**src/rtl/quiz_pkg.sv**
```systemverilog
// Shared types and helpers for the quiz round controller: FSM states, player IDs,
// winner codes and the remote key-bit to choice decode.
package quiz_pkg;

   typedef enum logic [2:0] {
      IDLE     = 3'd0,
      WAIT_ANS = 3'd1,
      JUDGE    = 3'd2,
      NEXT     = 3'd3,
      DONE     = 3'd4
   } state_t;

   typedef enum logic [1:0] {
      PLY_NONE = 2'd0,
      PLY_1    = 2'd1,
      PLY_2    = 2'd2
   } player_t;

   localparam logic [1:0] WIN_NONE = 2'b00;
   localparam logic [1:0] WIN_P1   = 2'b01;
   localparam logic [1:0] WIN_P2   = 2'b10;
   localparam logic [1:0] WIN_TIE  = 2'b11;

   // Both players' nibbles map the same way: nibble bit3 is choice 1, bit0 is choice 4.
   localparam logic [2:0] CHOICE_NONE = 3'd0;
   localparam logic [2:0] CHOICE_B3   = 3'd1;
   localparam logic [2:0] CHOICE_B2   = 3'd2;
   localparam logic [2:0] CHOICE_B1   = 3'd3;
   localparam logic [2:0] CHOICE_B0   = 3'd4;

   function automatic logic exactly_one_low(input logic [3:0] keys);
      logic result;
      case (keys)
         4'b0111, 4'b1011, 4'b1101, 4'b1110: result = 1'b1;
         default:                            result = 1'b0;
      endcase
      return result;
   endfunction

   function automatic logic [2:0] key_to_choice(input logic [3:0] keys);
      logic [2:0] result;
      case (keys)
         4'b0111: result = CHOICE_B3;
         4'b1011: result = CHOICE_B2;
         4'b1101: result = CHOICE_B1;
         4'b1110: result = CHOICE_B0;
         default: result = CHOICE_NONE;
      endcase
      return result;
   endfunction

endpackage

```
**src/rtl/remote_group_debounce.sv**
```systemverilog
// Debounces one player's 4-key active-low group and emits a single-cycle
// valid pulse with the decoded choice once per key-down.
module remote_group_debounce
   import quiz_pkg::*;
#(
   parameter int DEBOUNCE = 4
) (
   input  logic       clk,
   input  logic       rst,
   input  logic [3:0] keys,
   output logic       valid,
   output logic [2:0] choice
);

   localparam int CNT_W = $clog2(DEBOUNCE + 1) + 1;
   localparam logic [CNT_W-1:0] CNT_MAX = CNT_W'(DEBOUNCE);

   logic [3:0]       prev_r;
   logic [CNT_W-1:0] cnt_r;
   logic [CNT_W-1:0] cnt_s;
   logic             armed_r;
   logic             fire_s;
   logic             rearm_s;
   logic             valid_r;
   logic [2:0]       choice_r;

   // Stability counter: number of consecutive cycles the group has read the same pattern.
   always_comb begin
      cnt_s = CNT_W'(1);
      if (keys == prev_r) begin
         if (cnt_r >= CNT_MAX) begin
            cnt_s = CNT_MAX;
         end else begin
            cnt_s = cnt_r + 1'b1;
         end
      end else begin
         cnt_s = CNT_W'(1);
      end
      fire_s  = armed_r && (cnt_s == CNT_MAX) && exactly_one_low(keys);
      rearm_s = (keys == 4'hF) && (cnt_s == CNT_MAX);
   end

   // Armed only after a stable all-high release, so a held key never repeats.
   always_ff @(posedge clk or posedge rst) begin
      if (rst) begin
         prev_r   <= 4'hF;
         cnt_r    <= '0;
         armed_r  <= 1'b0;
         valid_r  <= 1'b0;
         choice_r <= CHOICE_NONE;
      end else begin
         prev_r  <= keys;
         cnt_r   <= cnt_s;
         valid_r <= fire_s;
         if (fire_s) begin
            armed_r  <= 1'b0;
            choice_r <= key_to_choice(keys);
         end else if (rearm_s) begin
            armed_r  <= 1'b1;
            choice_r <= CHOICE_NONE;
         end else begin
            choice_r <= CHOICE_NONE;
         end
      end
   end

   assign valid  = valid_r;
   assign choice = choice_r;

endmodule

```
**src/rtl/quiz_round_ctrl.sv**
```systemverilog
// Quiz round sequencer: synchronises and debounces both remotes, arbitrates presses,
// judges answers against the problem ROM, keeps scores and declares the winner.
module quiz_round_ctrl
   import quiz_pkg::*;
#(
   parameter int NUM_PROBLEMS = 10,
   parameter int ANS_TIMEOUT  = 1000,
   parameter int DEBOUNCE     = 4,
   parameter int SCORE_W      = 4
) (
   input  logic               clk,
   input  logic               rst,
   input  logic               start,
   input  logic [7:0]         rm_in_bcd,
   input  logic [3:0]         prob_ans,
   output logic [7:0]         prob_idx,
   output logic               next_prob,
   output logic [SCORE_W-1:0] score_p1,
   output logic [SCORE_W-1:0] score_p2,
   output logic               lock_p1,
   output logic               lock_p2,
   output logic               round_done,
   output logic [1:0]         winner
);

   localparam int TMR_W = (ANS_TIMEOUT > 1) ? $clog2(ANS_TIMEOUT) : 1;
   localparam logic [TMR_W-1:0]   TMR_LAST  = TMR_W'(ANS_TIMEOUT - 1);
   localparam logic [7:0]         LAST_IDX  = 8'(NUM_PROBLEMS - 1);
   localparam logic [SCORE_W-1:0] SCORE_MAX = {SCORE_W{1'b1}};

   logic [7:0]         sync1_r, sync2_r;
   logic               p1_valid_s, p2_valid_s;
   logic [2:0]         p1_choice_s, p2_choice_s;
   state_t             state_r, state_s;
   player_t            pointer_r, grant_s, player_r;
   logic [2:0]         grant_choice_s, choice_r;
   logic               req1_s, req2_s, toggle_s;
   logic               start_round_s, correct_s, both_locked_s;
   logic [TMR_W-1:0]   timer_r;
   logic [7:0]         idx_r;
   logic [SCORE_W-1:0] s1_r, s2_r;
   logic               lk1_r, lk2_r;
   logic               next_prob_r, round_done_r;
   logic [1:0]         winner_r, winner_s;

   // Two-flop synchroniser; idles at all-high so reset does not look like a press.
   always_ff @(posedge clk or posedge rst) begin
      if (rst) begin
         sync1_r <= 8'hFF;
         sync2_r <= 8'hFF;
      end else begin
         sync1_r <= rm_in_bcd;
         sync2_r <= sync1_r;
      end
   end

   remote_group_debounce #(.DEBOUNCE(DEBOUNCE)) u_deb_p1 (
      .clk    (clk),
      .rst    (rst),
      .keys   (sync2_r[7:4]),
      .valid  (p1_valid_s),
      .choice (p1_choice_s)
   );

   remote_group_debounce #(.DEBOUNCE(DEBOUNCE)) u_deb_p2 (
      .clk    (clk),
      .rst    (rst),
      .keys   (sync2_r[3:0]),
      .valid  (p2_valid_s),
      .choice (p2_choice_s)
   );

   // Arbiter: locked players are ignored; a tie goes to the pointer's player.
   always_comb begin
      req1_s         = p1_valid_s && !lk1_r;
      req2_s         = p2_valid_s && !lk2_r;
      grant_s        = PLY_NONE;
      grant_choice_s = CHOICE_NONE;
      toggle_s       = 1'b0;
      if (req1_s && req2_s) begin
         toggle_s = 1'b1;
         grant_s  = pointer_r;
         if (pointer_r == PLY_2) begin
            grant_choice_s = p2_choice_s;
         end else begin
            grant_choice_s = p1_choice_s;
         end
      end else if (req1_s) begin
         grant_s        = PLY_1;
         grant_choice_s = p1_choice_s;
      end else if (req2_s) begin
         grant_s        = PLY_2;
         grant_choice_s = p2_choice_s;
      end else begin
         grant_s        = PLY_NONE;
         grant_choice_s = CHOICE_NONE;
      end
   end

   // Next-state logic and judging terms.
   always_comb begin
      state_s       = state_r;
      start_round_s = start && ((state_r == IDLE) || (state_r == DONE));
      correct_s     = ({1'b0, choice_r} == prob_ans);
      both_locked_s = ((player_r == PLY_1) || lk1_r) && ((player_r == PLY_2) || lk2_r);
      if (s1_r > s2_r) begin
         winner_s = WIN_P1;
      end else if (s2_r > s1_r) begin
         winner_s = WIN_P2;
      end else begin
         winner_s = WIN_TIE;
      end
      case (state_r)
         IDLE: begin
            if (start_round_s) state_s = WAIT_ANS;
            else               state_s = IDLE;
         end
         WAIT_ANS: begin
            if (grant_s != PLY_NONE)    state_s = JUDGE;
            else if (timer_r >= TMR_LAST) state_s = NEXT;
            else                        state_s = WAIT_ANS;
         end
         JUDGE: begin
            if (correct_s || both_locked_s) state_s = NEXT;
            else                            state_s = WAIT_ANS;
         end
         NEXT: begin
            if (idx_r == LAST_IDX) state_s = DONE;
            else                   state_s = WAIT_ANS;
         end
         DONE: begin
            if (start_round_s) state_s = WAIT_ANS;
            else               state_s = DONE;
         end
         default: state_s = IDLE;
      endcase
   end

   // State register.
   always_ff @(posedge clk or posedge rst) begin
      if (rst) state_r <= IDLE;
      else     state_r <= state_s;
   end

   // Round datapath: index, timer, scores, locks, arbitration pointer and grant capture.
   always_ff @(posedge clk or posedge rst) begin
      if (rst) begin
         idx_r     <= 8'd0;
         timer_r   <= '0;
         s1_r      <= '0;
         s2_r      <= '0;
         lk1_r     <= 1'b0;
         lk2_r     <= 1'b0;
         pointer_r <= PLY_1;
         player_r  <= PLY_NONE;
         choice_r  <= CHOICE_NONE;
      end else if (start_round_s) begin
         idx_r   <= 8'd0;
         timer_r <= '0;
         s1_r    <= '0;
         s2_r    <= '0;
         lk1_r   <= 1'b0;
         lk2_r   <= 1'b0;
      end else begin
         case (state_r)
            WAIT_ANS: begin
               if (timer_r < TMR_LAST) timer_r <= timer_r + 1'b1;
               if (grant_s != PLY_NONE) begin
                  player_r <= grant_s;
                  choice_r <= grant_choice_s;
               end
               if (toggle_s) pointer_r <= (pointer_r == PLY_1) ? PLY_2 : PLY_1;
            end
            JUDGE: begin
               if (timer_r < TMR_LAST) timer_r <= timer_r + 1'b1;
               if (correct_s) begin
                  if (player_r == PLY_1 && s1_r != SCORE_MAX) s1_r <= s1_r + 1'b1;
                  if (player_r == PLY_2 && s2_r != SCORE_MAX) s2_r <= s2_r + 1'b1;
               end else begin
                  if (player_r == PLY_1) lk1_r <= 1'b1;
                  if (player_r == PLY_2) lk2_r <= 1'b1;
               end
            end
            NEXT: begin
               timer_r <= '0;
               lk1_r   <= 1'b0;
               lk2_r   <= 1'b0;
               if (idx_r != LAST_IDX) idx_r <= idx_r + 8'd1;
            end
            default: begin
               timer_r <= timer_r;
            end
         endcase
      end
   end

   // Registered status outputs, aligned with the state they describe.
   always_ff @(posedge clk or posedge rst) begin
      if (rst) begin
         next_prob_r  <= 1'b0;
         round_done_r <= 1'b0;
         winner_r     <= WIN_NONE;
      end else begin
         next_prob_r  <= (state_s == NEXT);
         round_done_r <= (state_s == DONE);
         winner_r     <= (state_s == DONE) ? winner_s : WIN_NONE;
      end
   end

   assign prob_idx   = idx_r;
   assign next_prob  = next_prob_r;
   assign score_p1   = s1_r;
   assign score_p2   = s2_r;
   assign lock_p1    = lk1_r;
   assign lock_p2    = lk2_r;
   assign round_done = round_done_r;
   assign winner     = winner_r;

endmodule

```
**config.mk**
```make
export PLATFORM = sky130hd
export DESIGN_NAME = quiz_round_ctrl
export DESIGN_NICKNAME = d
export VERILOG_FILES = /design/src/rtl/quiz_pkg.sv /design/src/rtl/remote_group_debounce.sv /design/src/rtl/quiz_round_ctrl.sv
export SDC_FILE = /design/constraint.sdc
export NUM_CORES = 1
export LEC_CHECK = 0
export ABC_AREA = 1
export CAP_MARGIN = 10
export CELL_PAD_IN_SITES_DETAIL_PLACEMENT = 1
export CELL_PAD_IN_SITES_GLOBAL_PLACEMENT = 2
export CORE_ASPECT_RATIO = 1.5
export CORE_MARGIN = 3
export CORE_UTILIZATION = 36
export CTS_BUF_LIST = sky130_fd_sc_hd__clkbuf_8
export CTS_CLUSTER_SIZE = 30
export DETAILED_ROUTE_END_ITERATION = 12
export PLACE_DENSITY = 0.87
export SYNTH_ARGS = -nofsm -noshare
export SYNTH_HDL_FRONTEND = slang
export SYNTH_HIERARCHICAL = 1
export SYNTH_SLANG_ARGS = --single-unit
```
**constraint.sdc**
```tcl
create_clock -name clk -period 2.4 [get_ports clk]
set_input_delay 0.48 -clock clk [delete_from_list [all_inputs] [get_ports clk]]
set_output_delay 0.48 -clock clk [all_outputs]
set_load 0.005 [all_outputs]
```
**Yosys cells after proc, flatten, opt, wreduce, memory -nomap -nowiden**

Cells that the tools add are included.

- Add/subtract/negate cells: 6
- Magnitude comparators: 6
- Eq/ne operators: 33
- Multiplexer cells: 55
- Bitwise operators: 1
- Reduce and logical (&&, ||, !) cells: 42

Operators with widths:

| operator | count |
|---|---|
| 2-to-1 mux 4 bit | 12 |
| equality test 4 bit (second input constant) | 8 |
| 2-to-1 mux 3 bit | 8 |
| 2-to-1 mux 8 bit | 3 |
| one-hot mux 3 bit (4 select lines) | 2 |
| 2-to-1 mux 10 bit | 2 |
| one-hot mux 10 bit (2 select lines) | 1 |
| 2-to-1 mux 2 bit | 9 |
| AND reduction 3 bit | 6 |
| nonzero test 2 bit | 9 |
| adder 4 x 1 -> 4 bit (second input constant) | 4 |
| equality test 4 x 3 -> 1 bit (second input constant) | 4 |
| 2-to-1 mux 1 bit | 15 |
| one-hot mux 3 bit (5 select lines) | 1 |
| logical AND 1 bit | 13 |
| adder 10 x 1 -> 10 bit (second input constant) | 1 |
| >= comparator 10 bit (second input constant) | 1 |
| < comparator 10 bit (second input constant) | 1 |
| equality test 3 x 2 -> 1 bit (second input constant) | 3 |
| != test 3 bit (second input constant) | 3 |
| adder 8 x 1 -> 8 bit (second input constant) | 1 |
| equality test 4 bit | 2 |
| equality test 8 x 4 -> 1 bit (second input constant) | 1 |
| >= comparator 4 x 3 -> 1 bit (second input constant) | 2 |
| 18 further kinds | 31 |

- Register bits after elaboration: 84
- Output and inout bits: 22
- Word-level logic and storage cells: 168

**Logic depth before layout (Yosys ltp)**

Gate-level depths: netlist of run 1.

- Depth after elaboration: 10
- Depth in mapped cells: 10

**Hierarchy**

Netlist of run 1, hierarchy kept.

Modules (own cells, without submodules):

| module | times used | cells each | area an instance (µm²) |
|---|---|---|---|
| quiz_round_ctrl | 1 | 377 | 2,990.4 |
| remote_group_debounce | 2 | 86 | 664.4 |

**Worst setup path after synthesis of run 1**

Ideal clock, no wire load.

- Path type: input to register
- From: input prob_ans[2]
- To: register s2_r[0] (netlist: score_p2[0])
- Library setup time: 118 ps
- Arrival: 1,258 ps
- Data required time: 2,282 ps
- Path slack: 1,024 ps
- Stages on the path: 7
- Cells stage by stage: xor2_1 nor2_1 nand2_1 nand2_1 nand2_1 nand2_1 nand2_1

- Cells in the longest elaborated chain, start to end: 3

RTL lines:

| item | RTL line | text |
|---|---|---|
| start, declared | quiz_round_ctrl.sv:15 | `input logic [3:0] prob_ans,` |
| equality test 3 x 4 -> 1 bit | quiz_round_ctrl.sv:104 | `correct_s = ({1'b0, choice_r} == prob_ans);` |
| nonzero test 2 bit (no line) | -- |  |
| AND reduction 3 bit (no line) | -- |  |
| end signal, assigned | quiz_round_ctrl.sv:178 | `if (player_r == PLY_2 && s2_r != SCORE_MAX) s2_r <= s2_r + 1'b1;` |
| end, declared | quiz_round_ctrl.sv:41 | `logic [SCORE_W-1:0] s1_r, s2_r;` |

No other way between the ends.
A chain may end at the register's enable or synchronous reset.

**Final worst setup path of run 1**

- From: register s2_r[2] (netlist: score_p2[2])
- To: output score_p2[2]

RTL lines:

| item | RTL line | text |
|---|---|---|
| end, declared | quiz_round_ctrl.sv:19 | `output logic [SCORE_W-1:0] score_p2,` |

No word-level cell between the ends.

==> results.txt, run 1 <==
* Clock Skews: 0.00882 ns
- TritonCTS built the clock tree.
- The floorplan step set the die height to 140 um.
- Setup repair after global routing missed its margin: false
- Endpoints failing hold: 0
- In the global route stage, overall resource usage came out at 0.167.
* Number of rows created at floorplan: 48
* DRC errors left: 0
* Cts-stage hold buffer count: 0
- First drt pass iteration count: 4
- Ranking of synthesized cells by area: dfrtp_1 34%, dfstp_2 15%, nand2_1 14%, inv_1 7.7%, nand3_1 4.8%
* Bufs on Longest Clock Path: 2
- Synthesized-area fraction occupied by and/or/nand/nor cells: 0.300
- The worst setup path is captured at an output pin.
- The tree is rooted in a clkbuf_8.
- Main combinational cell family by area after synthesis: simple AND/OR/NAND/NOR gates
- Worst path buffer plus inverter count: 1
- For hold timing, the worst endpoint is sync2_r[5].
- Floorplan core area: 0.0116 mm^2
- Before CTS, the worst setup slack after placement is 0.355 ns.
* Total of flip-flops plus latches after synthesis: 84
* Syn avg cell area: 7.87 um^2
* Flop-to-flop setup slack: 0.78 ns
- Worst Tran Pin Value: 0.517 ns
* Crit path cell chain: clkdlybuf4s50_1
- The clock tree synthesis step divided the H-tree into 3 levels.
- By count the netlist is led by 165 x nand2_1, 89 x inv_1, 59 x dfrtp_1.
- Class of the worst hold path: flop to flop
- Across all hold checks on the routed design, the worst slack comes to 0.359 ns.
- Number of buffers added on ports: 36
- # setup viols final: 0
- Number of ports placed on the die boundary: 37
* Total vias in the final route: 3629
* Placed wire-length estimate: 7970 um
- Filler instances: 1453
- Setup total negative slack on the finished layout was measured at 0 ns.
- The total count of max-transition violations in the final report was 0.
- After detailed placement, the design holds a cell count of 737.
* Pwr per Cell Area: 679 mW/mm^2
- The synthesized netlist occupies a cell area of 0.00432 mm^2.
* Min-Delay Path Depth: 0
* Start-to-end type of the worst setup path: flop to output pin
- The number of antenna diodes in the final layout is 0.
- Width of the die: 95.4 um
- Synthesized-area fraction occupied by xor and xnor cells: 0.0203
* Run status: completed
* Leakage power: 2.59 nW
- Arr. time, crit path: 1.39 ns
- Multiplexer area fraction after synthesis: 0
- Pin count of the biggest net entering global routing: 40
- Number of vias per cell: 4.82
- Fraction of post-synthesis cell area in the top cell type by area: 0.342
- For this run the aggregate overflow at the end of global routing stands at 0.
* Sequential share of the synthesized area: 0.494
- Registers take 0.00213 mm^2.
- The worst pin sits at a relative slew slack of 0.655.
* Fraction of registers with async set or reset after synthesis: 1.00
- The slowest stage of the critical path is the clkdlybuf4s50_1 cell.
- The finished layout holds 753 standard cells, fillers aside.
- Resized cells post-CTS: 0
- Source-to-sink clock delay at the later pin of the worst-skew pair: 0.35 ns
- Once placement finished, the instance area stood at 0.00489 mm^2.
- Crit share post-route: 0.780
- The number of global-route vias before repair came to 3925.
- Counting distinct cell types in the post-synthesis netlist gives 32.
* Origin of the worst min-delay path: sync1_r[5]
- Clock-pin slew was measured on the worst setup and hold paths at 0.09 ns.
* Cell family with most CP delay: buffers and inverters
* Number of buffers inserted by post-CTS setup repair: 0
* CP peak stage delay: 0.56 ns
- Category of the worst setup path launch point: flop
* Sum of internal, switching and leakage power: 3.46 mW
- Post-Synth Adder-Cell Area: 0.0319
* Fmax achieved: 534 MHz
- Clock sink count: 84
* Final std cell area, no fill: 0.00510 mm^2
- Area occupied by multi-input gates: 0.00182 mm^2
- Synth area leader: dfrtp_1
* Number of max-cap violations: 0
* Number of nets at the end of the flow: 624
- Maximum resistive drop on vdd: 0.292 mV
* Synthesis Warnings: 6
- Detailed Route WL: 10100 um
- Yosys mapped a number of flops with a built-in enable equal to 0.
- Die area: 0.0134 mm^2
- Starting density of the core: 0.373
- Synthesized-area fraction occupied by ao, oa, aoi and oai cells: 0.0666
- Number of clock buffers inserted by TritonCTS: 9
- Along the worst path, the maximum fanout reaches 6.
- For the worst flop-to-flop path, the logic depth is 6.
- Once layout is complete, the utilization of the core stands at 0.440.
- Post-synth net total: 575
- Most numerous cell in the Yosys netlist: nand2_1
- The worst register-to-register path begins at prob_idx[0].
- Synthesis handed over a netlist of 549 instances.
- Routability congestion estimate from global placement: 0.770
- Of the cells placed in the final design, the portion with a size suffix greater than 1 is 0.123.
- The first global-routing pass estimated 17600 um of wire.
- The worst path in the final design needs a cycle of 1.87 ns, including I/O delays and setup.
* Antenna violations before repair: 0
- Area added between synthesis and finish: 18.1%
- The endpoint identified for the worst register-to-register timing path is prob_idx[2].
- Fin worst setup slack: 0.528 ns
* Top FF cell, synth: dfrtp_1
- Data on the critical path is required at its endpoint by 1.92 ns.
- The first routing iteration left 109 violations.
- In the final routed layout, each cell accounts on average for 13.4 um.
- Post-DRT Antenna Nets: 0
==> sequential cells by signal, summed over array words and instances, names as in the netlist, 3 cells and up <==
register / count
state_r: 3
score_p1: 4
choice_r: 3
u_deb_p2/cnt_r: 4
prob_idx: 8
u_deb_p1/cnt_r: 4
u_deb_p1/prev_r: 4
sync1_r: 8
u_deb_p2/prev_r: 4
u_deb_p2/choice: 3
u_deb_p1/choice: 3
sync2_r: 8
timer_r: 10
score_p2: 4
==> cells by family after synthesis <==
group                    after synthesis
flip-flops                            84
buffers and inverters                 94
XOR/XNOR                              10
AND/OR/NAND/NOR                      298
AO/OA/AOI/OAI                         50
adder cells (fa/ha/maj)               11
other                                  2
==> where the power goes <==
part	leakage, nW	switching (mW)	internal [mW]
clock network	0.102	0.519	0.540
registers	1.05	0.144	1.55
logic	1.43	0.416	0.292
total	2.59	1.08	2.38
==> metal layers <==
metal	vias up	GRT usage	routed length, um
met4	0	0.0600	174
li1	1812	-	-
met2	35	0.325	5770
met5	-	0	0
met3	13	0.0263	230
met1	1769	0.173	3890
==> cell usage in the layout (no fill, tap or decap), types with 5 or more instances in the layout <==
cell,count
o21ai_0,22
dfstp_2,25
nor2_2,12
o21ai_1,6
a21oi_1,8
ha_1,11
nand2_1,165
nand3_1,41
nor2_1,49
nor3_1,5
inv_1,88
xor2_1,7
clkbuf_8,11
clkdlybuf4s50_1,36
dfrtp_1,59
nand4_1,14
==> layout make-up <==
class,instances,area share
clock buffers,11,0.0297
clock inverters,5,0.0115
inverters,91,0.0670
multi-input cells,371,0.356
flip-flops and latches,84,0.418
well taps,150,0.0368
repair buffers,41,0.0805
==> how the worst max path moves through the flow <==
stage	start	endpoint	slack, ns	depth (start not counted)
3_3_place_gp	prob_ans[1]	score_p2[0]	0.42	10
5_1_grt	score_p2[2]	score_p2[2]	0.45	1
3_5_place_dp	prob_ans[1]	score_p2[0]	0.35	10
6_report	score_p2[2]	score_p2[2]	0.53	1
4_1_cts	score_p2[2]	score_p2[2]	0.50	1
2_1_floorplan	rst	choice_r[0]	0.52	1
Power figures use the tool's default switching activity.
==> inputs of run 2 (changes only) <==
--- a/config.mk
+++ b/config.mk
@@ -11,11 +11,11 @@
 export CELL_PAD_IN_SITES_GLOBAL_PLACEMENT = 2
 export CORE_ASPECT_RATIO = 1.5
 export CORE_MARGIN = 3
-export CORE_UTILIZATION = 36
+export CORE_UTILIZATION = 32
 export CTS_BUF_LIST = sky130_fd_sc_hd__clkbuf_8
 export CTS_CLUSTER_SIZE = 30
 export DETAILED_ROUTE_END_ITERATION = 12
-export PLACE_DENSITY = 0.87
+export PLACE_DENSITY = 0.82
 export SYNTH_ARGS = -nofsm -noshare
 export SYNTH_HDL_FRONTEND = slang
 export SYNTH_HIERARCHICAL = 1
==> constraint.sdc (replaced) <==
create_clock -name clk -period 1.5 [get_ports clk]
set_input_delay 0.3 -clock clk [delete_from_list [all_inputs] [get_ports clk]]
set_output_delay 0.3 -clock clk [all_outputs]
set_load 0.005 [all_outputs]
==> run 2 against run 1 <==
Against the previous run:
- via count increased by 8.4%
- die area rose by 12%
- register-to-register slack got worse by 0.72 ns
- sequential power increased by 56%
- flip-flop and latch count stayed put
- clock-buffer cell count shrank 1
- worst setup slack worse by 0.48 ns
- largest power group unchanged
- highest routed layer unchanged
==> results.txt, run 2 (synthesis gave the netlist of run 1 again) <==
- The floorplan has 51 rows.
- The worst setup path is captured at an output pin.
- Fmax achieved: 689 MHz
- Fin. max-slew vios: 0
- Total vias in the final route: 3934
- Highest fanout seen on the critical path: 5
- Run status: completed
- Y dimension of the die: 148 um
- Post-DRT Antenna Nets: 0
- Bufs on Longest Clock Path: 2
- Share of final-layout standard cells stronger than drive strength 1: 0.285
* Global route total overflow: 0
* Routed length per placed instance: 13.7 um
* Starting density of the core: 0.330
- Maximum resistive drop on vdd: 0.360 mV
- Class of the worst hold path: input pin to asynchronous set/reset pin
- Relative to the synthesized area, the layout overhead comes to 34.9%.
- Worst R2R End: u_deb_p2/armed_r
* Category of the worst setup path launch point: flop
* Setup tns final: 0 ns
- Antenna violations before repair: 0
- The H-tree generated during clock tree synthesis spans 3 levels.
- Start-to-end type of the worst setup path: flop to output pin
- Max FFs per register: 10
- The worst register-to-register path has a setup slack of 0.06 ns.
* Number of ports placed on the die boundary: 37
- The library cell used most frequently in the layout, excluding fill and tap cells, is nand2_1.
* Shortest clock period the worst path allows after layout: 1.45 ns
- In this run, post-CTS hold repair placed 0 buffers.
- The worst register-to-register path begins at sync2_r[3].
- In this run the worst setup path begins at prob_idx[0].
- For this design the static power due to leakage is 3.12 nW.
- CTS clk-pin slew, worst paths: 0.08 ns
* Number of vias per cell: 4.71
- After detailed routing, the number of remaining DRC violations is 0.
* # setup viols final: 0
* Most frequent cells in the layout: 149 x nand2_1, 82 x inv_1, 74 x buf_4
- The number of global-route vias before repair came to 4265.
- Endpoints failing hold: 0
- Cell area after placement: 0.00522 mm^2
- Filler instances: 1596
- Die area: 0.0150 mm^2
- Width of the die: 101 um
* Arr. time, crit path: 1.15 ns
- Clock Skews: 0.0115 ns
- Routability congestion estimate from global placement: 0.840
* Detailed Route WL: 11400 um
- Entering global routing, the biggest net connects 20 pins.
- In the global route stage, overall resource usage came out at 0.159.
- DRT iter0 DRCs: 92
* Setup repair after global routing missed its margin: true
- In the finished design, the share of the clock period the worst path needs comes to 0.968.
- CTS root buffer: clkbuf_8
* First drt pass iteration count: 4
- Source-to-sink clock delay at the later pin of the worst-skew pair: 0.35 ns
- 0 antenna diodes ended up in the layout.
- Floorplan core area: 0.0131 mm^2
* Clock sink count: 84
* Cells on worst reg2reg path: 8
* Number of clock buffers inserted by TritonCTS: 9
- The first global-routing pass estimated 19100 um of wire.
- At the worst endpoint, the required time is 1.20 ns.
- The wire-length estimate of the detail-placed layout is 8610 um.
* Number of max-cap violations: 0
- In the final design database the tool counted 698 nets.
* Pwr per Cell Area: 1010 mW/mm^2
* Final std cell area, no fill: 0.00583 mm^2
- Ranked by flip-flop count, first place goes to timer_r.
* TritonCTS clock tree: yes
- The count of buffers added on input and output ports is 36.
run 2: layout make-up:
class	instances	area [um^2]	area share
Clock buffer	10	138	0.0236
Clock inverter	6	56.3	0.00966
Inverter	91	345	0.0593
Multi-Input combinational cell	371	1980	0.340
Sequential cell	84	2140	0.367
Tap cell	159	199	0.0341
Timing Repair Buffer	115	967	0.166
run 2: worst max-delay path by stage:
| stage | slack [ns] | end |
|---|---|---|
| 6_report | 0.05 | prob_idx[0] |
| 5_1_grt | -0.1 | u_deb_p2/armed_r |
| 4_1_cts | -0.03 | next_prob |
| 3_5_place_dp | -0.21 | prob_idx[2] |
| 3_3_place_gp | -0.22 | score_p2[0] |
| 2_1_floorplan | 0.16 | u_deb_p1/armed_r |
run 2: power by group:
| part | leakage, nW | switching [mW] | internal [mW] |
|---|---|---|---|
| Clock | 0.109 | 0.801 | 0.801 |
| Sequential | 1.05 | 0.177 | 2.49 |
| Combinational | 1.97 | 0.864 | 0.729 |
| Total | 3.12 | 1.84 | 4.02 |
run 2: through the flow:
step | instances | power, mW | util | setup WS [ns] | hold slack, ns
3_5_place_dp | 788 | 4.12 | 0.399 | -0.210 | 0.347
4_1_cts | 821 | 5.79 | 0.423 | -0.0265 | 0.305
2_1_floorplan | 549 | 3.47 | - | 0.159 | 0.174
3_3_place_gp | 788 | 4.07 | 0.399 | -0.217 | 0.346
6_report | 836 | 5.86 | 0.446 | 0.0480 | 0.312
5_1_grt | 836 | 6.28 | 0.446 | -0.0964 | 0.315
run 2: critical path, stage by stage (launching register included):
cell and delay, ns:
dfrtp_1 0.41, buf_6 0.14, dlygate4sd2_1 0.26
run 2: what timing repair did:
| item | 4_1_cts | 5_1_grt |
|---|---|---|
| endpoints found under the setup margin | 28 | 51 |
| pin swaps | 1 | 23 |
| gates cloned | 0 | 1 |
| gates resized for setup | 26 | 64 |
| buffers inserted | 17 | 14 |
run 2: layer usage:
layer  wire length, um  GRT usage  vias up
li1                  -          -     1951
met1              4310      0.169     1926
met4               222     0.0512        0
met3               261     0.0263       18
met2              6660      0.309       39
met5                 0          0        -
==> inputs of run 3 (changes only) <==
--- a/config.mk
+++ b/config.mk
@@ -5,13 +5,13 @@
 export SDC_FILE = /design/constraint.sdc
 export NUM_CORES = 1
 export LEC_CHECK = 0
-export ABC_AREA = 1
+export ABC_AREA = 0
 export CAP_MARGIN = 10
 export CELL_PAD_IN_SITES_DETAIL_PLACEMENT = 1
 export CELL_PAD_IN_SITES_GLOBAL_PLACEMENT = 2
 export CORE_ASPECT_RATIO = 1.5
 export CORE_MARGIN = 3
-export CORE_UTILIZATION = 32
+export CORE_UTILIZATION = 36
 export CTS_BUF_LIST = sky130_fd_sc_hd__clkbuf_8
 export CTS_CLUSTER_SIZE = 30
 export DETAILED_ROUTE_END_ITERATION = 12
==> run 3 against run 2 <==
Against the previous run:
- the run now ends with negative setup slack left
- clock skew rose by 0.0046 ns
- area after synthesis down 6.0%
- wire length grew 8.9%
- worst setup slack lost 0.37 ns
- largest power group unchanged
- utilization rose by 11 points
==> results.txt, run 3 <==
- Run status: finished, violations left
- The final reports fail on negative setup slack.
- The number of failing hold endpoints at the final stage came to 0.
- Most frequent cells in the layout: 81 x buf_4, 55 x dfrtp_1, 29 x nand2_1
* Fin worst setup slack: -0.322 ns
- The number of global-route vias before repair was 3712.
- Combined global-route utilization of all metal layers: 0.187
* Cell area after synthesis: 0.00406 mm^2
- Synth area leader: dfrtp_1
- Number of vias per cell: 5.28
- Timing would allow up to 549 MHz.
- After detailed placement, the total cell area comes to 0.00515 mm^2.
- Number of enable flip-flop cells after synthesis: 0
- The share of synthesized area in the top cell type comes to 0.364.
- Counting every net in the synthesized netlist gives 391.
- TritonCTS built the clock tree.
* Register with the most flip-flops: timer_r
* Kind of capture point of the worst setup path: flop
* First drt pass iteration count: 4
- The floorplan step defined a die boundary enclosing 0.0126 mm^2.
- Antenna diode count: 0
- Clock tree synthesis selected as its root buffer the cell clkbuf_8.
* Starting density of the core: 0.375
- The core region is 0.0108 mm^2.
- Port buffering added 36 buffers.
- Fin. max-slew vios: 0
* Post-DRT Antenna Nets: 0
* Start-to-end type of the worst setup path: flop to flop
- Number of ports placed on the die boundary: 37
- Counting flops and latches in the post-synthesis netlist gives 84.
- Area occupied by multi-input gates: 0.00217 mm^2
- Arr. time, crit path: 2.06 ns
- Number of max-cap violations: 0
- DRC errors left: 0
* Number of clock buffers inserted by TritonCTS: 9
* Category of the worst setup path launch point: flop
- After the first detailed-routing iteration, the DRC count stood at 142.
* Number of nets at the end of the flow: 534
- Counting along the longest clock path gives a buffer depth of 2.
- The register with the most flip-flops in the layout has 10 of them.
* Register area: 0.00214 mm^2
- Setup slack at placement: -0.571 ns
- After clock tree synthesis, the clock-pin slew on the worst setup and hold paths is 0.09 ns.
- In this run the static leakage power is 2.77 nW.
* Most numerous cell in the Yosys netlist: dfrtp_1
- The floorplan has 46 rows.
- Clock sink count: 84
* Sequential share of the synthesized area: 0.525
* Synthesis Warnings: 6
- After global routing the overflow that remains totals 0.
- Y dimension of the die: 136 um
- Of the cells placed in the final design, the portion with a size suffix greater than 1 is 0.442.
* Detailed Route WL: 12500 um
* Routed length per placed instance: 19.0 um
* Width of the die: 92.7 um
- Along the worst path, the maximum fanout reaches 7.
- Post-synth top cells: 59 x dfrtp_1, 31 x nand2_1, 25 x dfstp_2, 25 x nor2_1, 19 x a21oi_1
- From synthesis to final layout, the design area changed by 48.2%.
* Synth unique cells: 62
- Between clock sinks in the finished design, the worst skew comes to 0.0161 ns.
- Required time worst endpoint: 1.74 ns
* Pwr per Cell Area: 989 mW/mm^2
- First-pass GRT wire length: 18200 um
- Filler instances: 1181
* Synthesized instance count: 365
- Maximum resistive drop on vdd: 0.583 mV
- The H-tree was split into 3 levels.
* Total vias in the final route: 3469
- In the synthesized netlist the async set-or-reset flop fraction comes to 1.00.
- Entering global routing, the biggest net connects 30 pins.
- Most common library cell in the layout ignoring fill and taps: buf_4
- Syn avg cell area: 11.1 um^2
- Final std cell area, no fill: 0.00602 mm^2
- Placed wire-length estimate: 7520 um
* Source-to-sink clock delay at the later pin of the worst-skew pair: 0.37 ns
- The tightest min-delay check is of the input pin to asynchronous set/reset pin type.
- By area the synthesized netlist is led by dfrtp_1 36%, dfstp_2 16%, ha_1 3.4%, nand2_1 2.9%, xnor2_1 2.4%.
- Origin of the critical flop-to-flop path: state_r[0]
* Shortest clock period the worst path allows after layout: 1.82 ns
* Routability congestion estimate from global placement: 0.826
- Antenna violations before repair: 0
- Of the available clock period, the critical path in the final layout requires 1.21.
- Setup repair after global routing missed its margin: true
- Setup violations remaining at the end of the flow were counted as 31.
* Top FF cell, synth: dfrtp_1
- Start point of the critical path: state_r[0]
run 3: metrics by stage:
step / util / total power [mW] / hold WS (ns) / TNS [ns] / cells
3_5_place_dp: 0.476 / 4.00 / 0.347 / -10.17 / 601
4_1_cts: 0.528 / 5.84 / 0.308 / -1.62 / 640
3_3_place_gp: 0.476 / 3.92 / 0.345 / -8.81 / 601
6_report: 0.556 / 5.96 / 0.321 / -3.71 / 657
2_1_floorplan: - / 3.36 / 0.174 / -0.839 / 365
5_1_grt: 0.556 / 6.29 / 0.312 / -6.91 / 657
run 3: critical path: stages (launching register included):
cell and delay (ns):
dfrtp_2 0.46, nor4b_4 0.40, nand4_4 0.21, buf_4 0.21, o31ai_1 0.29, a21oi_1 0.12
run 3: power by group:
part	leakage (nW)	switching, mW	internal (mW)
registers	1.05	0.165	2.47
logic	1.61	0.822	0.816
clock network	0.108	0.866	0.817
run 3: layer usage:
layer / GRT usage / wire (um)
met4: 0.0742 / 446
met5: 0 / 0
met1: 0.184 / 4510
met3: 0.0371 / 307
met2: 0.373 / 7200
run 3: cells by family after synthesis:
family	share of synthesized area
AOI/OAI and AO/OA	0.123
buffers and inverters	0.0320
and+or+nand+nor	0.210
other	0.00185
adders and majority gates	0.0339
DFF	0.525
muxes	0.0200
xor gates and xnor gates	0.0533
run 3: final cells by class:
class,count,share of cell area
Multi-Input combinational cell,256,0.360
Inverter,13,0.00873
Tap cell,144,0.0299
Clock buffer,10,0.0229
Clock inverter,6,0.0104
Timing Repair Buffer,144,0.213
Sequential cell,84,0.355
run 3: path summary, 6_finish.rpt:
| kind | cells past startpoint | endpoint | slack [ns] |
|---|---|---|---|
| max in group asynchronous | 3 | sync2_r[4] | 0.74 |
| worst min-delay path | 3 | u_deb_p2/armed_r | 0.32 |
| worst max-delay path | 5 | score_p1[3] | -0.32 |
| min in group clk | 1 | sync1_r[1] | 0.33 |
| worst min register to register | 0 | sync2_r[5] | 0.36 |
| worst max register to register | 5 | score_p1[3] | -0.32 |
run 3: repair_timing:
item                                   CTS  global route
setup endpoints to repair               59            60
gates cloned                             0             1
pin swaps                               30            13
buffers inserted                        24            16
endpoints found under the hold margin    0             0
resized for setup                       75            54
hold buffers                             0             0
